## config.mk

```make
export PLATFORM = sky130hd
export DESIGN_NAME = seg_scan_decoder_flat
export DESIGN_NICKNAME = d
export VERILOG_FILES = /design/src/rtl/seg_scan_decoder_if.sv /design/src/rtl/seg_scan_decoder.sv /design/src/flat_wrapper.sv
export SDC_FILE = /design/constraint.sdc
export NUM_CORES = 1
export LEC_CHECK = 0
export BUFFER_PORTS_ARGS = -buffer_cell sky130_fd_sc_hd__buf_2
export CAP_MARGIN = 20
export CORE_MARGIN = 4
export CORE_UTILIZATION = 56
export DETAILED_ROUTE_END_ITERATION = 16
export PLACE_DENSITY = 0.76
export SYNTH_ARGS = -nofsm -noshare
export SYNTH_HDL_FRONTEND = slang
export SYNTH_SLANG_ARGS = --single-unit
```

## constraint.sdc

```tcl
create_clock -name Clk100Mhz -period 8.62 [get_ports Clk100Mhz]
set_input_delay 0.431 -clock Clk100Mhz [delete_from_list [all_inputs] [get_ports Clk100Mhz]]
set_output_delay 0.431 -clock Clk100Mhz [all_outputs]
set_load 0.01 [all_outputs]
```

## src/rtl/seg_scan_decoder_if.sv

```systemverilog
// Bundle of the 7-segment scan lines and the decoded-frame results seen by
// the scan receiver.
interface seg_scan_decoder_if;
    logic [7:0]  seg;
    logic [3:0]  an;
    logic [15:0] digits;
    logic [3:0]  dp;
    logic [3:0]  blank;
    logic        frame_valid;
    logic        frame_bad;
    logic        scan_err;
    logic        stale;

    modport master (
        output seg, an,
        input  digits, dp, blank, frame_valid, frame_bad, scan_err, stale
    );

    modport slave (
        input  seg, an,
        output digits, dp, blank, frame_valid, frame_bad, scan_err, stale
    );
endinterface

```

## src/rtl/seg_scan_decoder.sv

```systemverilog
// Multiplexed 7-segment scan receiver: waits for each anode dwell to settle,
// decodes the lit digit back to a nibble and republishes complete 4-digit frames.
module seg_scan_decoder #(
    parameter int SETTLE_CYCLES  = 4,
    parameter int TIMEOUT_CYCLES = 1000000
) (
    input  logic              Clk100Mhz,
    input  logic              Rst_n,
    seg_scan_decoder_if.slave bus
);
    localparam int CW = $clog2(SETTLE_CYCLES + 1);
    localparam int TW = $clog2(TIMEOUT_CYCLES + 1);
    localparam logic [CW-1:0] SETTLE_MAX  = CW'(SETTLE_CYCLES);
    localparam logic [TW-1:0] TIMEOUT_MAX = TW'(TIMEOUT_CYCLES);
    localparam logic [TW-1:0] TIMEOUT_PRE = TW'(TIMEOUT_CYCLES - 1);

    typedef enum logic [1:0] {WAIT = 2'd0, SETTLING = 2'd1, DONE = 2'd2} dwell_e;

    // Returns {recognised, blank, nibble} for an active-low g..a pattern.
    function automatic logic [5:0] decodeSeg(input logic [6:0] pat);
        logic [5:0] r;
        case (pat)
            7'b1000000: r = 6'b10_0000;
            7'b1111001: r = 6'b10_0001;
            7'b0100100: r = 6'b10_0010;
            7'b0110000: r = 6'b10_0011;
            7'b0011001: r = 6'b10_0100;
            7'b0010010: r = 6'b10_0101;
            7'b0000010: r = 6'b10_0110;
            7'b1111000: r = 6'b10_0111;
            7'b0000000: r = 6'b10_1000;
            7'b0010000: r = 6'b10_1001;
            7'b0001000: r = 6'b10_1010;
            7'b0000011: r = 6'b10_1011;
            7'b1000110: r = 6'b10_1100;
            7'b0100001: r = 6'b10_1101;
            7'b0000110: r = 6'b10_1110;
            7'b0001110: r = 6'b10_1111;
            7'b1111111: r = 6'b11_0000;
            default:    r = 6'b00_0000;
        endcase
        return r;
    endfunction

    function automatic logic [2:0] lowCount(input logic [3:0] a);
        logic [2:0] n;
        n = 3'd0;
        for (int i = 0; i < 4; i++) n = n + {2'b00, ~a[i]};
        return n;
    endfunction

    logic [11:0]     curVal_s, prev_r;
    logic            change_s, settleHit_s, capture_s, scanErrHit_s;
    logic            frameDone_s, timeoutHit_s;
    logic [CW-1:0]   stableCnt_r;
    logic [TW-1:0]   toCnt_r;
    dwell_e          dwellState_r, dwellNext_s;
    logic [2:0]      lows_s;
    logic [1:0]      capIdx_s;
    logic [5:0]      decoded_s;
    logic [3:0]      seen_r, seenNext_s, dpSh_r, dpShNext_s, blankSh_r, blankShNext_s;
    logic [3:0][3:0] shadow_r, shadowNext_s;
    logic            frameBadSh_r, frameBadShNext_s;
    logic [15:0]     digits_r;
    logic [3:0]      dp_r, blank_r;
    logic            frameValid_r, frameBad_r, scanErr_r, stale_r;

    assign curVal_s     = {bus.an, bus.seg};
    assign change_s     = (curVal_s != prev_r);
    assign lows_s       = lowCount(prev_r[11:8]);
    assign decoded_s    = decodeSeg(prev_r[6:0]);
    assign capture_s    = settleHit_s && (lows_s == 3'd1);
    assign scanErrHit_s = settleHit_s && (lows_s > 3'd1);
    assign frameDone_s  = (seen_r == 4'hF);
    // A capture in the same cycle as the timeout point takes priority.
    assign timeoutHit_s = !capture_s && (toCnt_r == TIMEOUT_PRE);

    // Input sample register and saturating stability counter.
    always_ff @(posedge Clk100Mhz or negedge Rst_n) begin
        if (!Rst_n) begin
            prev_r       <= 12'hFFF;
            stableCnt_r  <= '0;
            dwellState_r <= WAIT;
        end else begin
            prev_r       <= curVal_s;
            dwellState_r <= dwellNext_s;
            if (change_s) begin
                stableCnt_r <= '0;
            end else if (stableCnt_r != SETTLE_MAX) begin
                stableCnt_r <= stableCnt_r + CW'(1);
            end else begin
                stableCnt_r <= stableCnt_r;
            end
        end
    end

    // Dwell FSM: fires settleHit_s exactly once per stable dwell.
    always_comb begin
        dwellNext_s = dwellState_r;
        settleHit_s = 1'b0;
        if (change_s) begin
            dwellNext_s = WAIT;
        end else begin
            case (dwellState_r)
                WAIT, SETTLING: begin
                    if (stableCnt_r == SETTLE_MAX) begin
                        settleHit_s = 1'b1;
                        dwellNext_s = DONE;
                    end else begin
                        dwellNext_s = SETTLING;
                    end
                end
                DONE:    dwellNext_s = DONE;
                default: dwellNext_s = WAIT;
            endcase
        end
    end

    // Selected digit index and next-state of the partial-frame shadows.
    always_comb begin
        case (prev_r[11:8])
            4'b1110: capIdx_s = 2'd0;
            4'b1101: capIdx_s = 2'd1;
            4'b1011: capIdx_s = 2'd2;
            4'b0111: capIdx_s = 2'd3;
            default: capIdx_s = 2'd0;
        endcase
        shadowNext_s  = shadow_r;
        dpShNext_s    = dpSh_r;
        blankShNext_s = blankSh_r;
        if (frameDone_s || timeoutHit_s) begin
            seenNext_s       = 4'h0;
            frameBadShNext_s = 1'b0;
        end else begin
            seenNext_s       = seen_r;
            frameBadShNext_s = frameBadSh_r;
        end
        if (capture_s) begin
            seenNext_s[capIdx_s]    = 1'b1;
            shadowNext_s[capIdx_s]  = decoded_s[3:0];
            dpShNext_s[capIdx_s]    = ~prev_r[7];
            blankShNext_s[capIdx_s] = decoded_s[4];
            frameBadShNext_s        = frameBadShNext_s | ~decoded_s[5];
        end else begin
            shadowNext_s = shadow_r;
        end
    end

    // Partial-frame shadows and the no-capture timeout counter.
    always_ff @(posedge Clk100Mhz or negedge Rst_n) begin
        if (!Rst_n) begin
            seen_r       <= 4'h0;
            shadow_r     <= '0;
            dpSh_r       <= 4'h0;
            blankSh_r    <= 4'h0;
            frameBadSh_r <= 1'b0;
            toCnt_r      <= '0;
        end else begin
            seen_r       <= seenNext_s;
            shadow_r     <= shadowNext_s;
            dpSh_r       <= dpShNext_s;
            blankSh_r    <= blankShNext_s;
            frameBadSh_r <= frameBadShNext_s;
            if (capture_s) begin
                toCnt_r <= '0;
            end else if (toCnt_r != TIMEOUT_MAX) begin
                toCnt_r <= toCnt_r + TW'(1);
            end else begin
                toCnt_r <= toCnt_r;
            end
        end
    end

    // Published frame and status pulses.
    always_ff @(posedge Clk100Mhz or negedge Rst_n) begin
        if (!Rst_n) begin
            digits_r     <= 16'h0000;
            dp_r         <= 4'h0;
            blank_r      <= 4'hF;
            frameValid_r <= 1'b0;
            frameBad_r   <= 1'b0;
            scanErr_r    <= 1'b0;
            stale_r      <= 1'b0;
        end else begin
            frameValid_r <= frameDone_s;
            scanErr_r    <= scanErrHit_s;
            if (frameDone_s) begin
                digits_r   <= shadow_r;
                dp_r       <= dpSh_r;
                blank_r    <= blankSh_r;
                frameBad_r <= frameBadSh_r;
                stale_r    <= 1'b0;
            end else if (timeoutHit_s) begin
                stale_r <= 1'b1;
            end else begin
                stale_r <= stale_r;
            end
        end
    end

    assign bus.digits      = digits_r;
    assign bus.dp          = dp_r;
    assign bus.blank       = blank_r;
    assign bus.frame_valid = frameValid_r;
    assign bus.frame_bad   = frameBad_r;
    assign bus.scan_err    = scanErr_r;
    assign bus.stale       = stale_r;
endmodule

```

## src/flat_wrapper.sv

```systemverilog
// flat-port wrapper written by rule: the top's interface ports become plain ports
module seg_scan_decoder_flat 
#(
    parameter int SETTLE_CYCLES  = 4,
    parameter int TIMEOUT_CYCLES = 1000000
)
  (Clk100Mhz, Rst_n, bus_seg, bus_an, bus_digits, bus_dp, bus_blank, bus_frame_valid, bus_frame_bad, bus_scan_err, bus_stale);
  seg_scan_decoder_if bus_i ();
  input  logic Clk100Mhz;
  input  logic Rst_n;
  input wire logic [$bits(bus_i.seg)-1:0] bus_seg;
  input wire logic [$bits(bus_i.an)-1:0] bus_an;
  output wire logic [$bits(bus_i.digits)-1:0] bus_digits;
  output wire logic [$bits(bus_i.dp)-1:0] bus_dp;
  output wire logic [$bits(bus_i.blank)-1:0] bus_blank;
  output wire logic [$bits(bus_i.frame_valid)-1:0] bus_frame_valid;
  output wire logic [$bits(bus_i.frame_bad)-1:0] bus_frame_bad;
  output wire logic [$bits(bus_i.scan_err)-1:0] bus_scan_err;
  output wire logic [$bits(bus_i.stale)-1:0] bus_stale;
  assign bus_i.seg = bus_seg;
  assign bus_i.an = bus_an;
  assign bus_digits = bus_i.digits;
  assign bus_dp = bus_i.dp;
  assign bus_blank = bus_i.blank;
  assign bus_frame_valid = bus_i.frame_valid;
  assign bus_frame_bad = bus_i.frame_bad;
  assign bus_scan_err = bus_i.scan_err;
  assign bus_stale = bus_i.stale;
  seg_scan_decoder #(.SETTLE_CYCLES(SETTLE_CYCLES), .TIMEOUT_CYCLES(TIMEOUT_CYCLES)) u_core (.Clk100Mhz(Clk100Mhz), .Rst_n(Rst_n), .bus(bus_i));
endmodule
```

After elaboration in Yosys (flattened, before gate mapping). Cells that the tools add are included.

Add/sub/neg operators: 5. Order comparisons: 3. Eq/ne operators: 28. Muxes and demuxes: 25. Bitwise operators: 8. Reduce and logical (&&, ||, !) cells: 12.

Operators by type and width (number): 6-bit case mux with 17 select lines (1); 20-bit two-way mux (2); 7-bit == test (second input constant) (5); 7-bit by 5-bit == test with 1-bit output (second input constant) (3); 7-bit by 6-bit == test with 1-bit output (second input constant) (3); 20-bit by 1-bit adder with 20-bit output (second input constant) (1); 20-bit == test (second input constant) (1); 20-bit inequality test (second input constant) (1); 16-bit bitwise mux (1); 7-bit by 2-bit == test with 1-bit output (second input constant) (2); 7-bit by 4-bit == test with 1-bit output (second input constant) (2); 4-bit == test (second input constant) (3); 4-bit two-way mux (3); 12-bit inequality test (1); 4-bit bitwise mux (2); 4-bit demux with 2-bit select (1); 1-bit two-way mux (8); 7-bit by 3-bit == test with 1-bit output (second input constant) (1); 7-bit logical NOT (1); 3-bit by 1-bit adder with 3-bit output (2); 3-bit two-way mux (2); 1-bit NOT (6); 2-bit case mux with 3 select lines (1); 2-bit nonzero test (3); 21 further kinds (25).

Flip-flop bits (word level): 94. Output and inout port bits: 28. Logic and storage cells: 100.

Longest topological paths before layout. Gate-level depths: netlist of the first run.

Word-level depth: 12. Mapped depth: 10. Mapped depth without buffers: 9.

Worst setup path after synthesis of the first run. OpenSTA, ideal clock, no wires.

Path type: flip-flop to flip-flop. From: register u_core.prev_r[8]. To: register u_core.blankSh_r[0]. Setup time: 0.125 ns. Data arrival time: 2.904 ns. Required time: 8.495 ns. Path slack: 5.591 ns. Cell stages (with the launch flop): 11. Period minus slack after synthesis: 3.029 ns. Cells stage by stage: dfstp_2 -> inv_1 -> ha_1 -> fa_1 -> ha_1 -> nor4b_1 -> nand3_1 -> nand4b_1 -> buf_2 -> nor2_4 -> mux2_2.

Cells in the longest elaborated chain, start to end: 7. Elaborated cells between the ends (all ways): 18. Classes of those cells: add/sub: 3; order compare: 2; eq/ne: 5; mux: 5; bitwise: 1; reduce/logical: 2.

Ends and longest elaborated chain: start: declaration (line seg_scan_decoder.sv:52) `logic [11:0] curVal_s, prev_r;`; start signal: assignment (line seg_scan_decoder.sv:85) `prev_r <= curVal_s;`; 4-bit by 3-bit == test with 1-bit output or 4-bit == test (tied branches) (line seg_scan_decoder.sv:121) `case (prev_r[11:8])`; 2-bit case mux with 3 select lines (line seg_scan_decoder.sv:121); 2-bit by 3-bit < comparator with 1-bit output (not written as such) or 2-bit by 1-bit greater-or-equal comparator with 1-bit output (tied branches) (line seg_scan_decoder.sv:142) `blankShNext_s[capIdx_s] = decoded_s[4];`; 1-bit logical AND (not written as such) (line seg_scan_decoder.sv:142); 1-bit two-way mux (not written as such) (line seg_scan_decoder.sv:142); 1-bit demux with 2-bit select; 4-bit bitwise mux (line seg_scan_decoder.sv:142); end signal: assignment (line seg_scan_decoder.sv:162) `blankSh_r <= blankShNext_s;`; end: declaration (line seg_scan_decoder.sv:61) `logic [3:0] seen_r, seenNext_s, dpSh_r, dpShNext_s, blankSh_r, blankShNext_s;`.

Several ways; a longest one is shown, not always the timed one. A chain may end at the register's enable or synchronous reset.

Worst setup path in the final report of the first run.
From: register u_core.prev_r[8]. To: register u_core.blankSh_r[1].

Same word-level chain as after synthesis.

==> impl_results.md, run 1 <==
- Outcome: complete, no violations
- Core area: 7370 µm²
- FMAX: between 0.2 and 0.3 GHz
- Die ar.: a little over 9000 µm²
- Worst relative slew slack: a little over two fifths
- # clock sinks: 94
- Setup Skew: about 14 ps
- Vias per cell: about 5.4
- Num rows: 31
- Mux share of post-synthesis cell area: under 10%
- Net count after synthesis: between 400 and 500
- Post-placement cell count: ~540
- Synth top area cells: dfrtp_1, dfstp_2, nand2_1, xor2_1, nor2_1
- Routed Antenna Nets: 0
- Most area-hungry cell type in the Yosys netlist: dfrtp_1
- Most frequent cells after synthesis: nand2_1, dfrtp_1, nor2_1
- Post-synthesis register bit count: 94
- Leakage Power: about 2.4 nW
- Register area share after synthesis: approximately 55%
- Share of flip-flops with an asynchronous set or reset: 100%
- Largest family of logic cells by synthesized area: simple AND/OR/NAND/NOR gates
- Vias in the first global route: slightly below 3000
- Post-synthesis cell count: ~420
- Global-route wire length before repair: between 10 and 15 mm
- Top cell type's share of synthesized area: roughly 45%
- Final Util: between 60% and 70%
- Worst Tran Pin Value: ~840 ps
- Average routed wire per standard cell: between 10 and 15 µm
- Share of post-route cells with drive strength above 1: 19.2%
- Minimum clock period: approximately 3700 ps
- Largest net degree at the start of global routing: 91
- Residual DRC: 0
- CP max FO: 13
- FF-to-FF path depth: 9
- Vias: around 3100
- Clk root buf: clkbuf_8
- CTS buffer count: 9
- Post-Synth Simple-Gate Area: roughly 20%
- HP Start: bus_seg[0]
- Synth Warn #: 0
- Final worst slack: slightly below 5000 ps
- Reg clk slew, reported paths: ~80 ps
- GRT Overall Usage: between 20% and 30%
- CTS H-tree lvls: 3
- Syn avg cell area: 10.3 µm²
- Pwr Total: about 0.88 mW
- Count leader, synth: nand2_1
- Total grt overflow: 0
- R2R Setup Slk: approximately 4900 ps
- Max Slew Vio Count: 0
- Max incr delay on CP: roughly 580 ps
- Period utilization: approximately 43%
- CTS tree: built
- Critical Path AT: about 4000 ps
- Number of max-cap violations: 0
- HP Class: in -> reg
- RR Endpoint: u_core.blankSh_r[1]$_DFFE_PN0P_
- RSZ-0062 raised after global routing: false
- Setup Viol. Count Final: 0
- Initial antenna violation count: 0
- Critical path launch point type: flop
- Post-Syn Area: around 4300 µm²
- Dpl ws: around 5000 ps
- Die Wd: between 90 and 100 µm
- Setup_tns: 0 ps
- Ant diodes: 0
- Post-Synth Adder-Cell Area: ~3.1%
- Final non-filler cell total: between 500 and 600
- GPL Wtd Cong: about 0.83
- Die height: 95.7 µm
- Synth cell types: 54
- Max Root-Sink Buffers: 2
- WS Path Type: reg -> reg
- Filler cell count: 590
- Final wirelength: 8.35 mm
- Clk_lat worst skew: around 360 ps
- EDFF count, synth: 0
- Hold slack: about 180 ps
- Initial Utilization: about three fifths
- Design area: 4870 µm²
- CP cell instances: inv_1 > ha_1 > fa_1 > ha_1 > nor4b_1 > nand3_1 > nand4b_1 > or2_1 > mux2_1
- Drt initial violations: 102
- I/O pin total: 42
- Nets@finish: between 400 and 500
- Pwr/cell area: 180 nW/µm²
- Worst Setup SP: u_core.prev_r[8]$_DFF_PN1_
- Final Hold Viols: 0
- Most used DFF post-synth: dfrtp_1
- Dpl hpwl: about 5.7 mm
- XOR/XNOR Fraction of Synth Area: 6.30%
- VDD IR max: roughly 110 µV
- Layout area overhead: 12.9%
- Slowest stage cell on the critical path: dfstp_2
- DR pass1 iterations: 4
- Post-DP Area: 4590 µm²
- Synth Area in Compound Gates: roughly 6.0%
- Reg-to-Reg Start: u_core.prev_r[8]$_DFF_PN1_
- Crit path capture: u_core.blankSh_r[1]$_DFFE_PN0P_
- Port bufs: 41
- Crit-path most repeated cell: ha_1
- Critical Path RT: 8860 ps
- Kind of end point of the critical path: flop
==> where the power goes <==
part / internal [mW] / switching [mW] / total, mW
clock network: 0.194 / 0.150 / 0.344
logic: 0.0229 / 0.0292 / 0.0522
registers: 0.457 / 0.0216 / 0.479
==> sequential cells by signal, summed over array words and instances (netlist names) <==
register	count
u_core.prev_r	12
u_core.dpSh_r	4
u_core.bus.dp	4
u_core.stableCnt_r	3
u_core.dwellState_r	2
u_core.blankSh_r	4
u_core.bus.blank	4
u_core.bus.frame_bad	1
u_core.shadow_r	16
u_core.toCnt_r	20
u_core.bus.digits	16
u_core.frameBadSh_r	1
u_core.bus.scan_err	1
u_core.bus.frame_valid	1
u_core.bus.stale	1
u_core.seen_r	4
==> critical path: cells and delay by family, from the launching register on <==
kind,cells,cell delay [ps]
and+or+nand+nor,4,1610
adders and majority gates,3,1040
DFF,1,580
muxes,1,350
buffers and inverters,1,50
==> cell type report <==
| class | instances | area [µm²] | share of cell area [%] |
|---|---|---|---|
| sequential | 94 | 2370 | 48.8 |
| tap | 99 | 124 | 2.55 |
| multi-input combinational | 291 | 1800 | 37.1 |
| clock inverter | 5 | 108 | 2.21 |
| timing repair buffer | 46 | 268 | 5.50 |
| inverter | 16 | 60.1 | 1.23 |
| clock buffer | 11 | 131 | 2.70 |
==> logic make-up (layout without fill, tap and decap cells) <==
group | count (synthesis) | after routing
DFF | 94 | 94
and+or+nand+nor | 186 | 186
xor gates and xnor gates | 31 | 31
adders and majority gates | 10 | 10
muxes | 24 | 24
buffers and inverters | 34 | 78
AOI/OAI and AO/OA | 40 | 40
==> layout by cell type (no fill, tap or decap), types with 7 or more instances in the layout <==
| cell | count |
|---|---|
| nand4_1 | 7 |
| dfstp_2 | 16 |
| nand3_1 | 17 |
| a21oi_1 | 8 |
| dfrtp_1 | 78 |
| xor2_1 | 25 |
| mux2i_1 | 7 |
| nand2_1 | 87 |
| buf_2 | 40 |
| clkbuf_8 | 9 |
| o21ai_0 | 15 |
| inv_1 | 16 |
| ha_1 | 9 |
| nor2_1 | 32 |
| mux2_1 | 8 |
| mux2_2 | 9 |
==> worst min path at each step <==
stage | depth (start not counted) | slack [ps] | end
after global placement | 1 | 230 | u_core.bus.digits[5]$_DFFE_PN0P_
after global routing | 1 | 160 | u_core.prev_r[0]$_DFF_PN1_
after detailed placement | 1 | 230 | u_core.bus.digits[4]$_DFFE_PN0P_
final | 1 | 180 | u_core.prev_r[0]$_DFF_PN1_
after floorplan | 0 | 140 | u_core.blankSh_r[0]$_DFFE_PN0P_
after CTS | 1 | 160 | u_core.prev_r[0]$_DFF_PN1_
==> repair_timing <==
action	4_1_cts	5_1_grt
hold buffers	1	0
buffers inserted	0	0
hold endpoints to repair	4	0
gates resized for setup	0	0
==> layer usage <==
metal  vias up  track usage [%]  routed length (µm)
met5         -                0                   0
met4         0             7.11                 112
met3        11             4.53                 361
met2        73             32.7                4040
met1      1488             26.4                3830
li1       1478                -                   -
Note: power is estimated with default switching activity, not from simulation.
==> run 2, diff against run 1 <==
==> constraint.sdc (replaced) <==
create_clock -name Clk100Mhz -period 3.9 [get_ports Clk100Mhz]
set_input_delay 0.195 -clock Clk100Mhz [delete_from_list [all_inputs] [get_ports Clk100Mhz]]
set_output_delay 0.195 -clock Clk100Mhz [all_outputs]
set_load 0.01 [all_outputs]
==> run 2 against run 1 <==
  * Global-route usage rose by 0.36 points
  * Combinational power increased by 140%
  * Die area is the same
  * Wire length up 3.4%
  * Total power up 110%
  * Count of clock-buffer cells in the layout is 1 lower
  * Final area is 1.0% higher
  * Utilization up 0.66 points
  * Critical path type unchanged
==> impl_results.md, run 2 (synthesized netlist as in run 1, its figures left out) <==
- Nets@finish: 494 (+2.5%)
- Total grt overflow: 0 (unchanged)
- FMAX: 0.301 GHz (+13%)
- Setup_tns: 0 ps (unchanged)
- Critical Path AT: 3570 ps (-420 ps)
- Port bufs: 41 (unchanged)
- Layout area overhead: 14.1%
- Core area: 7370 µm² (unchanged)
- Num rows: 31 (unchanged)
- GPL Wtd Cong: 0.854 (+2.7%)
- Worst Tran Pin Value: 871 ps (+35.7 ps)
- Leakage Power: 2.42 nW (+0.59%)
- Outcome: complete, no violations
- CP max FO: 12 (-1)
- Die height: 95.7 µm (unchanged)
- CTS tree: built
- Commonest non-fill, non-tap cell in the layout: nand2_1
- Initial Utilization: 58.5% (unchanged)
- Max Root-Sink Buffers: 2 (unchanged)
- Ant diodes: 0 (unchanged)
- WS Path Type: reg -> reg
- VDD IR max: 231 µV (+100%)
- Slowest stage cell on the critical path: dfstp_2
- Final wirelength: 8.63 mm (+3.4%)
- I/O pin total: 42 (unchanged)
- CTS H-tree lvls: 3 (unchanged)
- Clk root buf: clkbuf_8
- Dpl hpwl: 5.89 mm (+2.5%)
- Clk_lat worst skew: 360 ps (about the same)
- Setup Skew: 13.7 ps (-0.318 ps)
- Share of post-route cells with drive strength above 1: 19.2% (-0.065 points)
- Residual DRC: 0 (unchanged)
- Routed Antenna Nets: 0 (unchanged)
- Pwr/cell area: 365 nW/µm² (+100%)
- Final Util: 66.7% (+0.66 points)
- Filler cell count: 614 (+4.1%)
- Average routed wire per standard cell: 15.0 µm (+1.2%)
- Final Hold Viols: 0 (unchanged)
- HP Class: reg -> reg
- CP delay by family, top: adder cells
- Period utilization: 85.3% (+42 points)
- Number of max-cap violations: 0 (unchanged)
- Max incr delay on CP: 580 ps (about the same)
- Drt initial violations: 97 (-4.9%)
- Pwr Total: 1.80 mW (+110%)
- Vias: 3140 (+3.0%)
- Kind of end point of the critical path: flop
- Most flops, register: u_core.toCnt_r
- Reg clk slew, reported paths: 100 ps (+20 ps)
- Commonest non-fill, non-tap cells in the layout: nand2_1, dfrtp_1, buf_2
- Minimum clock period: 3330 ps (-421 ps)
- Critical Path RT: 4150 ps (-4710 ps)
- Die ar.: 9160 µm² (unchanged)
- Global-route wire length before repair: 14.4 mm (+2.6%)
- Worst relative slew slack: 41.4% (-2.4 points)
- # clock sinks: 94 (unchanged)
- Max reg flops: 20 (unchanged)
- Max Slew Vio Count: 0 (unchanged)
- Setup Viol. Count Final: 0 (unchanged)
- Hold slack: 467 ps (+282 ps)
- Crit-path most repeated cell: ha_1
- DR pass1 iterations: 4 (unchanged)
- Vias per cell: 5.47 (+0.80%)
- WP buf/inv: 2 (+1)
- Initial antenna violation count: 0 (unchanged)
- Vias in the first global route: 3050 (+4.1%)
- CTS buffer count: 9 (unchanged)
- Die Wd: 95.7 µm (unchanged)
- GRT Overall Usage: 20.4% (+0.36 points)
- Largest net degree at the start of global routing: 69 (-24%)
- Critical path launch point type: flop
- CP cell instances: inv_1 > ha_1 > fa_1 > ha_1 > nor4b_1 > nand3_1 > nand4b_1 > buf_4 > or2_1 > mux2_1
- CTS resizes: 0 (unchanged)
- RSZ-0062 raised after global routing: false
-- run 2: changes by cell type in the layout (fill, tap and decap cells not counted), sizes merged --
cell / change
dlygate4sd3: +12
inv: +4
bufinv: -3
clkinv: -2
clkinvlp: +2
clkbuf: -1
-- run 2: worst paths after layout --
path / to / depth (start not counted) / startpoint / slack [ps]
max: u_core.shadow_r[15]$_DFFE_PN0P_ / 10 / u_core.prev_r[8]$_DFF_PN1_ / 570
max in group asynchronous: u_core.prev_r[7]$_DFF_PN1_ / 3 / Rst_n / 2500
min in group asynchronous: u_core.bus.digits[15]$_DFFE_PN0P_ / 2 / Rst_n / 480
min: u_core.bus.blank[0]$_DFFE_PN1P_ / 2 / u_core.bus.blank[0]$_DFFE_PN1P_ / 470
min reg2reg: u_core.bus.blank[0]$_DFFE_PN1P_ / 2 / u_core.bus.blank[0]$_DFFE_PN1P_ / 470
max reg2reg: u_core.shadow_r[15]$_DFFE_PN0P_ / 10 / u_core.prev_r[8]$_DFF_PN1_ / 570
-- run 2: worst min-delay path: cells and delay by family, from the launching register on --
kind          cells  cell delay (ps)
simple gates      2              100
flops             1              380
-- run 2: repair_timing --
action | CTS | global route
setup endpoints to repair | 0 | 1
buffers inserted | 0 | 1
hold buffers | 13 | 0
endpoints found under the hold margin | 64 | 0
-- run 2: where the power goes --
part | leakage, nW | internal [mW] | total [mW] | switching (mW)
logic | 1.11 | 0.0559 | 0.124 | 0.0685
clock network | 0.0903 | 0.258 | 0.612 | 0.354
registers | 1.21 | 1.01 | 1.06 | 0.0491
total | 2.42 | 1.32 | 1.80 | 0.472
-- run 2: metrics by stage --
| stage | cells | area [µm²] | setup WS, ps |
|---|---|---|---|
| floorplan | 419 | 4310 | 871 |
| global placement | 544 | 4590 | 425 |
| detailed placement | 544 | 4590 | 354 |
| CTS | 573 | 4910 | 334 |
| global route | 574 | 4910 | 371 |
| finish | 574 | 4910 | 573 |
-- run 2: layer usage --
layer	GRT usage, %	wire, µm	vias to the layer above
met5	0	0	-
met4	8.29	190	0
met3	2.89	329	18
met2	33.1	4190	80
met1	27.7	3920	1532
li1	-	-	1510
-- run 2: area by class of cell --
class | instances | area, µm² | share of cell area, %
clock buffer | 10 | 138 | 2.80
clock inverter | 6 | 50.0 | 1.02
inverter | 16 | 60.1 | 1.22
multi-input combinational | 291 | 1800 | 36.7
sequential | 94 | 2370 | 48.3
tap | 99 | 124 | 2.52
timing repair buffer | 58 | 368 | 7.48
